[config.mk]
export PLATFORM = sky130hd
export DESIGN_NAME = sound_request_arbiter
export DESIGN_NICKNAME = d
export VERILOG_FILES = /design/src/rtl/sound_request_arbiter.sv
export SDC_FILE = /design/constraint.sdc
export NUM_CORES = 1
export LEC_CHECK = 0
export ABC_CLOCK_PERIOD_IN_PS = 2460
export BUFFER_PORTS_ARGS = -buffer_cell sky130_fd_sc_hd__buf_2
export CORE_UTILIZATION = 50
export CTS_CLUSTER_DIAMETER = 100
export DETAILED_ROUTE_END_ITERATION = 7
export PLACE_DENSITY = 0.68
export SLEW_MARGIN = 20
export SYNTH_ARGS = -nofsm -noshare
export SYNTH_HDL_FRONTEND = slang
export SYNTH_SLANG_ARGS = --single-unit
export TNS_END_PERCENT = 1
[constraint.sdc]
create_clock -name clock -period 2.46 [get_ports clock]
set_clock_uncertainty 0.15 [all_clocks]
set_input_delay 0.615 -clock clock [delete_from_list [all_inputs] [get_ports clock]]
set_output_delay 0.615 -clock clock [all_outputs]
set_load 0.02 [all_outputs]
[src/rtl/sound_request_arbiter.sv]
// Round-robin arbiter sharing the song player between sound requesters.
// Enforces a silent gap between songs and aborts songs that never end.
//
// Ports:
//   clock        system clock, all logic on the rising edge
//   reset        synchronous, active-high reset
//   req          per-requester level request, held until granted
//   req_song     song id per requester, slice i = [i*SONG_W +: SONG_W]
//   mute         suppress playback (granted requests are dropped)
//   player_done  one-cycle pulse from the player at end of song
//   grant        one-hot, one-cycle pulse: request accepted
//   play_en      player enable, high for the whole playback
//   song_sel     song id to the player, stable while play_en is high
//   busy         high whenever the arbiter is not idle
//   timeout_err  one-cycle pulse when a playback is aborted by timeout
module sound_request_arbiter #(
   parameter int NUM_REQ  = 3,
   parameter int SONG_W   = 2,
   parameter int MIN_GAP  = 1000,
   parameter int MAX_PLAY = 50000000,
   parameter int PTR_W    = 2
) (
   input  logic                       clock,
   input  logic                       reset,
   input  logic [NUM_REQ-1:0]         req,
   input  logic [NUM_REQ*SONG_W-1:0]  req_song,
   input  logic                       mute,
   input  logic                       player_done,
   output logic [NUM_REQ-1:0]         grant,
   output logic                       play_en,
   output logic [SONG_W-1:0]          song_sel,
   output logic                       busy,
   output logic                       timeout_err
);

   localparam int PLAY_W = $clog2(MAX_PLAY);
   localparam int GAP_W  = (MIN_GAP > 1) ? $clog2(MIN_GAP) : 1;

   localparam logic [PLAY_W-1:0] PLAY_LAST = PLAY_W'(MAX_PLAY - 1);
   localparam logic [GAP_W-1:0]  GAP_LAST  = GAP_W'(MIN_GAP - 1);

   typedef enum logic [1:0] {
      S_IDLE = 2'd0,
      S_PLAY = 2'd1,
      S_GAP  = 2'd2
   } state_t;

   state_t            state;
   logic [PTR_W-1:0]  last;
   logic [PLAY_W-1:0] play_cnt;
   logic [GAP_W-1:0]  gap_cnt;

   logic              win_found;
   logic [PTR_W-1:0]  win_idx;

   // Scan from the farthest candidate down to last+1 so that the
   // nearest requester after the pointer overwrites the others.
   function automatic logic [PTR_W:0] rr_pick(
      input logic [NUM_REQ-1:0] r,
      input logic [PTR_W-1:0]   l
   );
      logic [PTR_W:0]   res;
      logic [PTR_W-1:0] idx;
      res = '0;
      for (int k = NUM_REQ; k >= 1; k--) begin
         idx = PTR_W'((int'(l) + k) % NUM_REQ);
         if (r[idx]) res = {1'b1, idx};
      end
      return res;
   endfunction

   always_comb begin
      {win_found, win_idx} = rr_pick(req, last);
   end

   assign busy = (state != S_IDLE);

   always_ff @(posedge clock) begin
      if (reset) begin
         state       <= S_IDLE;
         grant       <= '0;
         play_en     <= 1'b0;
         song_sel    <= '0;
         timeout_err <= 1'b0;
         play_cnt    <= '0;
         gap_cnt     <= '0;
         last        <= PTR_W'(NUM_REQ - 1);
      end else begin
         grant       <= '0;
         timeout_err <= 1'b0;
         case (state)
            S_IDLE: begin
               if (win_found) begin
                  grant <= NUM_REQ'(1) << win_idx;
                  last  <= win_idx;
                  // Under mute the request is consumed without playing.
                  if (!mute) begin
                     play_en  <= 1'b1;
                     song_sel <= req_song[int'(win_idx)*SONG_W +: SONG_W];
                     play_cnt <= '0;
                     state    <= S_PLAY;
                  end
               end
            end
            S_PLAY: begin
               if (player_done || mute || play_cnt == PLAY_LAST) begin
                  play_en     <= 1'b0;
                  gap_cnt     <= '0;
                  state       <= S_GAP;
                  // Only a genuine expiry is an error; done wins a tie.
                  timeout_err <= !(player_done || mute);
               end else begin
                  play_cnt <= play_cnt + 1'b1;
               end
            end
            S_GAP: begin
               if (gap_cnt == GAP_LAST) begin
                  state <= S_IDLE;
               end else begin
                  gap_cnt <= gap_cnt + 1'b1;
               end
            end
            default: begin
               state   <= S_IDLE;
               play_en <= 1'b0;
            end
         endcase
      end
   end

endmodule

# Word-level counts from Yosys, hierarchy flattened
# Index checks and enable logic that the tools add are counted.
# W data, S select, Z words.
# word_totals
word_cells	77
regBits	47
out_inout_bits	8
# op_classes
n_eq_ne	10
n_mux	25
magnitude_cmp	3
shift	2
bitwise	6
n_reduce_logical	15
addsub	5
div_mod_pow	3
# op_table
op	count
$mod A32 B3 Y32 const B	3
$mux W26	3
$pmux W26 S2	1
$add A26 B1 Y26 const B	1
$eq A26 B26 Y1 const B	1
$mux W10	2
$pmux W10 S2	1
$ne A2 B2 Y1 const B	6
$reduce_and A4 Y1	3
$add A10 B1 Y10 const B	1
$eq A10 B10 Y1 const B	1
$lt A2 B3 Y1 const B	3
$mux W3	3
$mux W2	4
$add A2 B2 Y3 const B	2
$bmux W1 S2	3
$mux W1	6
$not A1 Y1	6
$pmux W2 S3	1
$reduce_and A3 Y1	2
$reduce_bool A2 Y1	3
$reduce_or A3 Y1	2
$shiftx A6 B4 Y2	1
$add A2 B1 Y3 const B	1
8 further kinds	9

# Depth between registers and ports, before layout
# depth
ltp_word	9
ltp_mapped	10
depth_no_buf	8

# Worst setup path before layout
# OpenSTA, ideal clock, no wires.
# synth_path
path_type	reg-to-reg
startpoint	reg last[0]
endpoint	reg song_sel[0]
slack_ns	0.218
t_arrival_ns	1.969
period_less_slack_ns	2.242
setup_time_ns	0.123
path_stages_with_launch	10
n_path_buf	1
path_cell_list	dfxtp_1 > inv_1 > ha_1 > buf_2 > nand3b_1 > o21ai_2 > or3b_2 > a21oi_2 > mux2i_1 > o21ai_1
# synth_via
elab_chain_len	8
# synth_rtl
item	line	text
start, declared	49	logic [PTR_W-1:0] last;
start signal, assigned	87	last <= PTR_W'(NUM_REQ - 1);
start signal, assigned	95	last <= win_idx;
$add A2 B2 Y3	66	idx = PTR_W'((int'(l) + k) % NUM_REQ);
$mod A32 B3 Y32	66	
$bmux W1 S2	67	if (r[idx]) res = {1'b1, idx};
$mux W1 (implied by the code)	67	
$mux W3 (2 in series)	67	
$mux W3 *	67	
$shiftx A6 B4 Y2 / $reduce_and A3 Y1 (equally long branches)	-	
end signal, assigned	99	song_sel <= req_song[int'(win_idx)*SONG_W +: SONG_W];
end, declared	31	output logic [SONG_W-1:0] song_sel,
# Every way passes the cells marked *; elsewhere a longest branch is shown, timed or not. The select of a mux whose other input is x is not followed.
# A chain may end at the register's enable or synchronous reset.

# Worst setup path after layout
# layout_path
startpoint	reg play_cnt[7]
endpoint	reg gap_cnt[0]
# layout_via
elab_chain_len	4
# layout_rtl
item	line	text
start, declared	50	logic [PLAY_W-1:0] play_cnt;
start signal, assigned	113	play_cnt <= play_cnt + 1'b1;
$eq A26 B26 Y1	106	if (player_done || mute || play_cnt == PLAY_LAST) begin
$logic_or A1 B1 Y1	106	
$ne A2 B2 Y1 (no line)	-	
$reduce_and A3 Y1 (no line)	-	
end signal, assigned	120	gap_cnt <= gap_cnt + 1'b1;
end, declared	51	logic [GAP_W-1:0] gap_cnt;
# Every way passes these cells.

==> reports/qor.yml <==
outcome:
  run_status: "complete, no violations"
final_layout:
  fillers: 443
  multi_input_area_um2: 1550
  area_taken_by_flip_flops_and_latches_um2: 942
  antenna_cells_inserted: 0
  commonest_non_fill_non_tap_cells_in_the_layout: "sky130_fd_sc_hd__dfxtp_1 (46), sky130_fd_sc_hd__nor2_1 (35), sky130_fd_sc_hd__xnor2_1 (22)"
  post_route_cells_drive_above_1_share_pct: 20.8
  areaGrowthSynthToFinish_pct: 14.8
  final_util_pct: 61.5
  final_common_cell: "sky130_fd_sc_hd__dfxtp_1"
  design.final.nets: 340
drt:
  drt-vias-per-instance: 5.57
  firstDrtPassIters: 6
  initialDrtViolationCount: 137
  drc: 0
  post_drt_wl_per_cell_um: 13.7
  totalWireLength_mm: 5.34
  vias: 2165
  ant_nets: 0
global_route:
  wire_length_of_the_first_global_routing_pass_mm: 9.03
  grt_max_degree: 25
  grtUsageTotal_pct: 21.2
  grt_pass1_vias: 1992
  grt_antenna_before_repair: 0
  globalRouteOverflowTotal: 0
worst_setup_path:
  worst_setup_path_end_kind: "flip-flop"
  cp_data_arrival_time_ns: 2.41
  crit_required_ns: 2.54
  crit_path_max_fanout: 9
  path_class: "flip-flop to flip-flop"
  setup.worst_path.start_class: "flip-flop"
placed_design:
  place_congestion: 0.795
  placement.io_buffers: 20
  dp_hpwl_mm: 3.60
  worst_slack_after_detailed_placement_ns: 0.0643
yosys:
  postSynthAreaPerCell_um2: 8.81
  dominantRegCellSynth: "sky130_fd_sc_hd__dfxtp_1"
  netlist_top_cells_area: "sky130_fd_sc_hd__dfxtp_1 (36%), sky130_fd_sc_hd__xnor2_1 (7.4%), sky130_fd_sc_hd__nor2_1 (5.1%), sky130_fd_sc_hd__a21oi_1 (3.5%), sky130_fd_sc_hd__a2111oi_2 (3.5%)"
  synth_edf_count: 0
  asyncSetResetFlopFracSynth_pct: 0
  synth_top_area_share_pct: 36.2
  synth_seq_area_share_pct: 36.2
  syn_nets: 314
  synthDistinctLibCells: 49
  yosys_register_bits: 47
  syn-instance-count: 295
  post_synthesis_cell_type_with_the_largest_combined_area: "sky130_fd_sc_hd__dfxtp_1"
  yosys_warnings: 0
  synthesis.area_um2: 2600
floorplanning:
  ioPinCount: 21
  die_height_um: 74.1
  initial_utilization_pct: 53.6
  num_rows: 25
  die-area_um2: 5490
  design.core.area_um2: 4850
  die_width_um: 74.1
timing:
  slew_violations: 0
  rsz0062_at_grt: "no"
  setup-tns-final_ns: 0
  setup_viol: 0
  worst_slack_ns: 0.132
  timing_worst_slew_pin_value_ns: 0.532
  finalHoldViolCount: 0
  fin_crit_ns: 2.33
  final_min_period_over_clock_period_pct: 94.6
  fmax_mhz: 430
  relative_max_transition_margin_pct: 64.3
power:
  power_frac_seq_pct: 35.7
  leakage_nw: 1.03
  power_per_standard_cell_area_nw_per_um2: 808
  peakVddDrop_mv: 0.749
  share_comb_of_total_power_pct: 35.9
  power.clock.fraction_pct: 28.4
  p_int_mw: 1.56
  netSwitchingPower_mw: 0.850
  switching_share_of_power_pct: 35.3
cts:
  clock_insertion_delay_at_the_later_pin_of_the_skew_report_ns: 0.31
  tritoncts.num_buffers: 5
  cts_tree: "done"
  cts_root_buffer: "sky130_fd_sc_hd__clkbuf_8"
  cts-root-to-sink-buffers: 2
  htree_num_levels: 2
  cts.hold.buffers_added: 0
  clock_sink_count: 47
  clk_pin_slew_worst_paths_ns: 0.10
min_path:
  hold_class: "flip-flop to flip-flop"
job:
  max-cap-violations: 0
[final timing paths]
check | start | end | slack (ns) | cells after the start
worst max register to register | play_cnt[7] | gap_cnt[0] | 0.13 | 7
worst min-delay path | gap_cnt[9] | gap_cnt[9] | 0.35 | 2
worst min register to register | gap_cnt[9] | gap_cnt[9] | 0.35 | 2
worst max-delay path | play_cnt[7] | gap_cnt[0] | 0.13 | 7
[kinds of logic (layout without fill, tap and decap cells)]
logic type	Yosys count	after routing	share of synthesized area, %
DFF	47	47	36.2
buffers and inverters	29	56	5.39
adders and majority gates	6	6	2.89
and+or+nand+nor	123	123	26.5
muxes	5	5	1.93
AOI/OAI and AO/OA	63	63	19.6
xor gates and xnor gates	22	22	7.42
[through the flow]
stage                     hold slack [ns]  power, mW  instance area (µm²)  instances
after floorplan                     0.308       1.48                 2600        295
after global placement              0.322       1.67                 2810        379
after detailed placement            0.327       1.69                 2810        379
after CTS                           0.349       2.37                 2950        387
after global routing                0.368       2.55                 2980        389
final                               0.349       2.41                 2980        389
[registers in the layout, indices dropped and copies added (netlist names)]
| name | cells |
|---|---|
| last | 2 |
| play_en | 1 |
| play_cnt | 26 |
| state | 2 |
| timeout_err | 1 |
| gap_cnt | 10 |
| song_sel | 2 |
| grant | 3 |
[layer usage]
layer / global-route usage, % / share of wire (%)
met3: 3.66 / 3.0
met5: 0 / 0
met4: 5.77 / 1.0
met1: 29.2 / 49
met2: 34.2 / 47
[synthesized netlist by cell type (4+ instances only)]
master / number
sky130_fd_sc_hd__a2111oi_2: 6
sky130_fd_sc_hd__a211oi_1: 9
sky130_fd_sc_hd__a21oi_1: 18
sky130_fd_sc_hd__and3_1: 5
sky130_fd_sc_hd__buf_2: 7
sky130_fd_sc_hd__dfxtp_1: 47
sky130_fd_sc_hd__ha_1: 6
sky130_fd_sc_hd__inv_1: 15
sky130_fd_sc_hd__mux2i_1: 5
sky130_fd_sc_hd__nand2_1: 20
sky130_fd_sc_hd__nand3_1: 13
sky130_fd_sc_hd__nand4_1: 7
sky130_fd_sc_hd__nand4_2: 4
sky130_fd_sc_hd__nor2_1: 35
sky130_fd_sc_hd__nor3_1: 4
sky130_fd_sc_hd__o21ai_0: 11
sky130_fd_sc_hd__or3_1: 11
sky130_fd_sc_hd__xnor2_1: 22
[timing repair]
action / CTS / global route
buffers inserted: 0 / 2
setup endpoints to repair: 0 / 22
gates resized for setup: 0 / 4
[critical path: stages (launching register included)]
cell,delay (ns)
sky130_fd_sc_hd__dfxtp_1,0.39
sky130_fd_sc_hd__nor4b_2,0.36
sky130_fd_sc_hd__nand4_2,0.22
sky130_fd_sc_hd__o31ai_4,0.37
sky130_fd_sc_hd__a21boi_2,0.11
sky130_fd_sc_hd__buf_4,0.18
sky130_fd_sc_hd__or3b_1,0.34
sky130_fd_sc_hd__a21oi_1,0.15
[power groups by stage]
stage | sequential (mW) | clock (mW) | combinational (mW)
3_3_place_gp | 0.870 | 0 | 0.804
2_1_floorplan | 0.905 | 0 | 0.571
3_5_place_dp | 0.870 | 0 | 0.816
4_1_cts | 0.854 | 0.699 | 0.821
6_report | 0.860 | 0.685 | 0.865
5_1_grt | 0.867 | 0.725 | 0.954
[final cells by class]
type                    instances  area share, %
clock buffers                   5           2.31
multi-input cells             219           51.8
repair buffers                 32           7.21
flip-flops and latches         47           31.6
clock inverters                 3           2.27
inverters                      16           2.01
well taps                      67           2.81
Note: power is estimated with default switching activity, not from simulation.
